## src/rtl/quad_decoder_counter_pkg.sv

```systemverilog
// Shared constants for the quadrature decoder.
//   DIR_UP / DIR_DN : values of the dir output
//   PH_xx           : 2-bit {A,B} phase codes
//   ev_t            : decoded event per clock (none / up / down / illegal)
package quad_decoder_counter_pkg;

    localparam logic DIR_UP = 1'b1;
    localparam logic DIR_DN = 1'b0;

    localparam logic [1:0] PH_00 = 2'b00;
    localparam logic [1:0] PH_10 = 2'b10;
    localparam logic [1:0] PH_11 = 2'b11;
    localparam logic [1:0] PH_01 = 2'b01;

    typedef enum logic [1:0] {
        EV_NONE = 2'd0,
        EV_UP   = 2'd1,
        EV_DN   = 2'd2,
        EV_ILL  = 2'd3
    } ev_t;

endpackage

```

## src/rtl/quad_decoder_counter_sync_ff.sv

```systemverilog
// Multi-flop synchronizer for one asynchronous input bit.
//   clk    : destination clock
//   resetn : asynchronous active-low reset, clears every stage to 0
//   d      : asynchronous input
//   q      : d delayed STAGES clocks
module sync_ff #(
    parameter int STAGES = 2
) (
    input  logic clk,
    input  logic resetn,
    input  logic d,
    output logic q
);

    logic [STAGES-1:0] sr;

    always_ff @(posedge clk or negedge resetn) begin
        if (!resetn) sr <= '0;
        else         sr <= {sr[STAGES-2:0], d};
    end

    assign q = sr[STAGES-1];

endmodule

```

## src/rtl/quad_decoder_counter.sv

```systemverilog
// Quadrature (A/B) decoder driving a loadable up/down position counter.
//   clk, resetn : system clock, asynchronous active-low reset
//   en          : count enable (decode keeps tracking when 0)
//   a_in, b_in  : asynchronous quadrature phases
//   load        : synchronous load of data_in into q (beats a step)
//   data_in     : load value
//   clr_err     : clears the sticky err flag
//   q           : position count
//   dir         : direction of the last valid step (1 = up)
//   step        : one-cycle pulse per counted step
//   err         : sticky illegal-transition flag
module quad_decoder_counter
    import quad_decoder_counter_pkg::*;
#(
    parameter int WIDTH       = 4,
    parameter int SYNC_STAGES = 2
) (
    input  logic             clk,
    input  logic             resetn,
    input  logic             en,
    input  logic             a_in,
    input  logic             b_in,
    input  logic             load,
    input  logic [WIDTH-1:0] data_in,
    input  logic             clr_err,
    output logic [WIDTH-1:0] q,
    output logic             dir,
    output logic             step,
    output logic             err
);

    logic       a_s, b_s;
    logic [1:0] cur_ab, prev_ab;
    ev_t        ev;

    sync_ff #(.STAGES(SYNC_STAGES)) u_sync_a (
        .clk(clk), .resetn(resetn), .d(a_in), .q(a_s)
    );
    sync_ff #(.STAGES(SYNC_STAGES)) u_sync_b (
        .clk(clk), .resetn(resetn), .d(b_in), .q(b_s)
    );

    assign cur_ab = {a_s, b_s};

    // A leading B counts up; a simultaneous change of both phases
    // cannot be attributed to a direction and is flagged.
    always_comb begin
        ev = EV_NONE;
        case ({prev_ab, cur_ab})
            {PH_00, PH_10}, {PH_10, PH_11},
            {PH_11, PH_01}, {PH_01, PH_00}: ev = EV_UP;
            {PH_00, PH_01}, {PH_01, PH_11},
            {PH_11, PH_10}, {PH_10, PH_00}: ev = EV_DN;
            {PH_00, PH_11}, {PH_11, PH_00},
            {PH_10, PH_01}, {PH_01, PH_10}: ev = EV_ILL;
            default:                        ev = EV_NONE;
        endcase
    end

    always_ff @(posedge clk or negedge resetn) begin
        if (!resetn) begin
            prev_ab <= PH_00;
            q       <= '0;
            dir     <= DIR_UP;
            step    <= 1'b0;
            err     <= 1'b0;
        end else begin
            prev_ab <= cur_ab;
            step    <= 1'b0;

            // Direction tracks every valid step, even while loading or disabled.
            if (ev == EV_UP)      dir <= DIR_UP;
            else if (ev == EV_DN) dir <= DIR_DN;

            if (load) begin
                q <= data_in;
            end else if (en && ev == EV_UP) begin
                q    <= q + 1'b1;
                step <= 1'b1;
            end else if (en && ev == EV_DN) begin
                q    <= q - 1'b1;
                step <= 1'b1;
            end

            // A new error in the same cycle as clr_err must not be lost.
            if (ev == EV_ILL) err <= 1'b1;
            else if (clr_err) err <= 1'b0;
        end
    end

endmodule

```

## config.mk

```make
export PLATFORM = sky130hd
export DESIGN_NAME = quad_decoder_counter
export DESIGN_NICKNAME = d
export VERILOG_FILES = /design/src/rtl/quad_decoder_counter_pkg.sv /design/src/rtl/quad_decoder_counter_sync_ff.sv /design/src/rtl/quad_decoder_counter.sv
export SDC_FILE = /design/constraint.sdc
export NUM_CORES = 1
export LEC_CHECK = 0
export CAP_MARGIN = 30
export CELL_PAD_IN_SITES_DETAIL_PLACEMENT = 1
export CELL_PAD_IN_SITES_GLOBAL_PLACEMENT = 2
export CORE_MARGIN = 2
export CORE_UTILIZATION = 25
export CTS_CLUSTER_SIZE = 24
export DETAILED_ROUTE_END_ITERATION = 6
export PLACE_DENSITY_LB_ADDON = 0.15
export SETUP_SLACK_MARGIN = 0.02
export SYNTH_ARGS = -nofsm -noshare
export SYNTH_HDL_FRONTEND = slang
export SYNTH_SLANG_ARGS = --single-unit
```

## constraint.sdc

```tcl
create_clock -name clk -period 6.4 [get_ports clk]
set_input_delay 0.96 -clock clk [delete_from_list [all_inputs] [get_ports clk]]
set_output_delay 0.96 -clock clk [all_outputs]
set_load 0.01 [all_outputs]
```

# ---- Word-level counts from Yosys, hierarchy flattened
# Memories as Yosys holds them, arrays and structs flattened.
# Index checks and enable logic that the tools add are counted.
dict set report word_totals {
  ram_bits 0
  inputBits 11
  output_inout_bits 7
  memories 1
  latch_bits 0
  register_bits 13
  mem_bits_ro 32
}
dict set report classes {
  n_div 0
  eq_ne 3
  n_reduce_logical 5
  addsub 2
  order_cmp 0
  n_mul 0
  bitwise 0
  shift 0
  muxes 10
}
# memory words width read_ports rd_ports_with_merged_regs wr line_no
set memory_table {}
lappend memory_table {{(no name shown)} 16 2 1 0 0 quad_decoder_counter.sv:49} ;# case ({prev_ab, cur_ab})
# cell n
set ops {}
lappend ops {{$mux W4} 3}
lappend ops {{$mux W1} 7}
lappend ops {{$add A4 B1 Y4 const B} 1}
lappend ops {{$eq A2 B2 Y1 const B} 2}
lappend ops {{$reduce_bool A2 Y1} 2}
lappend ops {{$sub A4 B1 Y4 const B} 1}
lappend ops {{$reduce_bool A3 Y1} 1}
lappend ops {{$eq A2 B1 Y1 const B} 1}
lappend ops {{$logic_and A1 B1 Y1} 2}

# ---- Logic depth before layout (Yosys ltp)
# An unclocked memory read counts as a cell.
dict set report depth {
  ltp_word 6
  mapped_depth 11
  ltp_nobuf 11
}

# ---- Hierarchy
# From an unflattened synthesis, not the netlist that was laid out.
dict set report hier_totals {
  hier_cells 55
  area_unflattened_um2 615.6
}
# mod instances area_each_um2 cells_per_inst
set by_module_without_submodules {}
lappend by_module_without_submodules {quad_decoder_counter 1 515.5 51}
lappend by_module_without_submodules {sync_ff 2 50.0 2}

# ---- Worst setup path before layout
# No wires, ideal clock.
dict set report synth_path {
  path_type {reg2reg}
  startpoint {reg u_sync_b.sr[1]}
  endpoint {reg q[3]}
  setup_time_ns 0.082
  t_arrival_ns 2.289
  slack_ns 4.029
  stages_incl_launch_ff 11
  n_path_buf 0
  path_cell_list {dfrtp_1 > nor2b_1 > o21ai_0 > o21ai_0 > ha_1 > nand2_1 > ha_1 > o21a_1 > o21a_1 > or4_1 > a31oi_1}
}
dict set report synth_between {
  elab_chain_len 5
  elab_cells_between_ends 8
  classes_between {eq/ne (2); mux (2); reduce/logical (3); memory (1)}
}
# element line_no
set synth_rtl {}
lappend synth_rtl {{start: declaration} quad_decoder_counter_sync_ff.sv:15} ;# logic [STAGES-1:0] sr;
lappend synth_rtl {{start signal: assignment} quad_decoder_counter_sync_ff.sv:19} ;# else sr <= {sr[STAGES-2:0], d};
lappend synth_rtl {{$mem_v2 Z16 W2 (*)} -}
lappend synth_rtl {{$eq A2 B1 Y1} quad_decoder_counter.sv:77} ;# end else if (en && ev == EV_UP) begin
lappend synth_rtl {{$logic_and A1 B1 Y1} quad_decoder_counter.sv:77}
lappend synth_rtl {{$mux W4} quad_decoder_counter.sv:77}
lappend synth_rtl {{$mux W4} quad_decoder_counter.sv:75} ;# if (load) begin
lappend synth_rtl {{end signal: assignment} quad_decoder_counter.sv:76} ;# q <= data_in;
lappend synth_rtl {{end signal: assignment} quad_decoder_counter.sv:78} ;# q <= q + 1'b1;
lappend synth_rtl {{end signal: assignment} quad_decoder_counter.sv:81} ;# q <= q - 1'b1;
lappend synth_rtl {{end: declaration} quad_decoder_counter.sv:26} ;# output logic [WIDTH-1:0] q,
# Every way passes the cells marked *; elsewhere a longest branch is shown, timed or not.
# A chain may end at the register's enable or synchronous reset.

# ---- Final worst setup path
# Ends and elaborated chain as after synthesis.

==> impl_metrics.env <==
export IMPL_nFillCells=260
export IMPL_synth_compound_area_share_pct=17.48
export IMPL_cp_arrival_ps=2800
export IMPL_cts_resized=0
export IMPL_drv_cap=0
export IMPL_numClockSinks=13
export IMPL_synthDistinctLibCells=22
export IMPL_reg2reg_depth=9
export IMPL_tns_ps=0
export IMPL_synth_cells=55
export IMPL_worst_ir_drop_vdd_uv=80.54
export IMPL_grt_max_degree=14
export IMPL_final_setup_skew_ps=0.5261
export IMPL_wl_mm=1.220
export IMPL_reg2reg_slack_ps=3800
export IMPL_muxShareOfSynthArea_pct=5.081
export IMPL_hp_class="flop to flop"
export IMPL_die_area_um2=2875
export IMPL_start_util_pct=27.05
export IMPL_clkTransAtPathRegs_ps=90
export IMPL_synth_seq_cells=13
export IMPL_hold_depth=0
export IMPL_grt_first_pass_wirelength_mm=2.194
export IMPL_drt_iter0_drc=2
export IMPL_cts_root_buf="clkbuf_4"
export IMPL_drv_slew=0
export IMPL_synth_avg_cell_area_um2=11.19
export IMPL_numCtsBuffers=3
export IMPL_critical_path_class="flop to flop"
export IMPL_rsz0062_at_grt="false"
export IMPL_syn2layout_area_growth_pct=37.81
export IMPL_start_kind="flop"
export IMPL_ios=18
export IMPL_preCtsSetupSlack_ps=3517
export IMPL_yosys_area_share_simple_pct=8.130
export IMPL_synthXorXnorAreaFrac_pct=4.268
export IMPL_hold_end="u_sync_a.sr[1]"
export IMPL_report_final_hold_viol_count=0
export IMPL_dp_cells=100
export IMPL_clkLatencyLatePin_ps=270
export IMPL_vias_per_cell=4.596
export IMPL_seq_area_frac_synth_pct=53.05
export IMPL_finalSetupViolations=0
export IMPL_drive_above_1_share_pct=7.895
export IMPL_synth_edf_count=0
export IMPL_antenna_cells=0
export IMPL_nets=93
export IMPL_grt_usage_pct=10.66
export IMPL_slew_headroom_pct=58.75
export IMPL_grt_overflow_total=0
export IMPL_cts_hold_buf=0
export IMPL_cp_max_fo=7
export IMPL_ant_nets=0
export IMPL_antenna_found_initial=0
export IMPL_synth_area_leaders="dfrtp_1, ha_1, dfstp_2"
export IMPL_status="completed"
export IMPL_tritoncts="built"
export IMPL_wire_per_inst_um=11.73
export IMPL_r2r_start="u_sync_b.sr[1]"
export IMPL_r2r_end="q[3]"
export IMPL_path_cells="mux2i_1 > o21ai_0 > ha_1 > nand2_1 > ha_1 > o21a_1 > o21a_1 > or4_1 > a31oi_1"
export IMPL_setup_ws_ps=3802
export IMPL_worstPathRequired_ps=6600
export IMPL_ys_async_sr_fraction_pct=100.0
export IMPL_core_um2=2276
export IMPL_period_needed_ps=2598
export IMPL_die_y_um=53.62
export IMPL_synth_top_family_by_area="compound AO/OA/AOI/OAI gates"
export IMPL_syn_area_um2=615.6
export IMPL_dr_total_vias=478
export IMPL_leakagePower_nw=0.3804
export IMPL_worst_pin_slew_ps=616.9
export IMPL_synth_top_area_cell="dfrtp_1"
export IMPL_yosysMostFrequentCell="dfrtp_1"
export IMPL_cpLargestDelayFamily="compound AO/OA/AOI/OAI gates"
export IMPL_power_density_nw_per_um2=239.0
export IMPL_grt_pass1_vias=490
export IMPL_critPathSlowestCell="dfrtp_1"
export IMPL_drtPass1Iterations=2
export IMPL_placementRows=17
export IMPL_die_w_um=53.62
export IMPL_globalplace_congestion=0.7581
export IMPL_max_freq_mhz=384.9
export IMPL_synth_fa_ha_area_share_pct=10.16
export IMPL_syn_nets=71
export IMPL_cp_slowest_stage_delay_ps=450
export IMPL_htreeDepth=1
export IMPL_min_from="u_sync_a.sr[0]"
export IMPL_yosysTopAreaCellShare_pct=48.78
export IMPL_period_share_pct=40.59
export IMPL_io_buffer_count=17
export IMPL_synth_top_cells_by_count="dfrtp_1, ha_1, o21ai_0"
export IMPL_drc=0
export IMPL_holdWs_ps=354.7
export IMPL_postCtsSetupBuffers=0
export IMPL_ys_warn_count=0
export IMPL_instances_no_fill=104
export IMPL_worstSetupEndpointType="flop"
export IMPL_critPathBufInv=0
export IMPL_ys_flop_type="dfrtp_1"
export IMPL_place_hpwl_um=953.5
export IMPL_clock_path_buffers=2
==> per-stage QoR <==
step	total power, mW	instance area (um^2)	util (%)
3_5_place_dp	0.1535	820.8	36.06
3_3_place_gp	0.1530	820.8	36.06
5_1_grt	0.2191	848.3	37.27
2_1_floorplan	0.1263	615.6	-
6_report	0.2028	848.3	37.27
4_1_cts	0.2070	848.3	37.27
==> layout make-up <==
class / count / area, um^2 / share of cell area, %
multi-input cells: 39 / 277.8 / 32.74
flip-flops and latches: 13 / 326.6 / 38.50
repair buffers: 17 / 170.2 / 20.06
clock buffers: 3 / 22.52 / 2.655
clock inverters: 1 / 5.005 / 0.5900
well taps: 28 / 35.03 / 4.130
inverters: 3 / 11.26 / 1.327
==> registers in the layout, indices dropped and copies added (netlist names) <==
name / flops
u_sync_a.sr: 2
prev_ab: 2
err: 1
step: 1
dir: 1
q: 4
u_sync_b.sr: 2
==> metal layers <==
layer  vias up  GRT usage (%)  part of all wire (%)
met3         0          4.167                   4.8
met2        11          17.90                    45
li1        238              -                     -
met4         0          1.282                     0
met5         -              0                     0
met1       229          13.28                    50
==> worst register-to-register path, cell delays in order, from the launching register on <==
cell     delay, ps
dfrtp_1        450
mux2i_1        140
o21ai_0        330
ha_1           260
nand2_1        150
ha_1           350
o21a_1         120
o21a_1         180
or4_1          390
a31oi_1        160
==> power breakdown <==
group          total, mW  switching, mW  internal (mW)
Combinational     0.0529         0.0225         0.0304
Clock             0.0519         0.0288         0.0231
Sequential        0.0980        0.00718         0.0908
==> layout by cell type (no fill, tap or decap), drive strengths merged <==
cell / count
ha: 5
or4: 1
and3: 1
a221o: 1
clkbuf: 3
clkinv: 1
nor2b: 1
a31oi: 1
xnor2: 1
mux2: 1
dfrtp: 12
dfstp: 1
nand2: 4
o21ai: 6
a311oi: 1
o31ai: 1
nor2: 4
clkdlybuf4s50: 17
o21a: 2
mux2i: 2
a21o: 2
xor2: 2
a21oi: 3
inv: 3
==> worst max path at each step <==
stage	startpoint	endpoint	slack, ps	depth (start not counted)
final	u_sync_b.sr[1]	q[3]	3800	9
after global routing	u_sync_b.sr[1]	q[3]	3500	10
after CTS	u_sync_b.sr[1]	q[3]	3770	9
after detailed placement	en	q[3]	3520	7
after global placement	en	q[3]	3580	7
after floorplan	u_sync_b.sr[1]	q[3]	4030	10
==> logic make-up (layout without fill, tap and decap cells) <==
family / count (synthesis) / after routing
AOI/OAI and AO/OA: 17 / 17
DFF: 13 / 13
and+or+nand+nor: 11 / 11
adders and majority gates: 5 / 5
xor gates and xnor gates: 3 / 3
muxes: 3 / 3
buffers and inverters: 3 / 24
No activity file was read; power rests on OpenSTA's default activity.
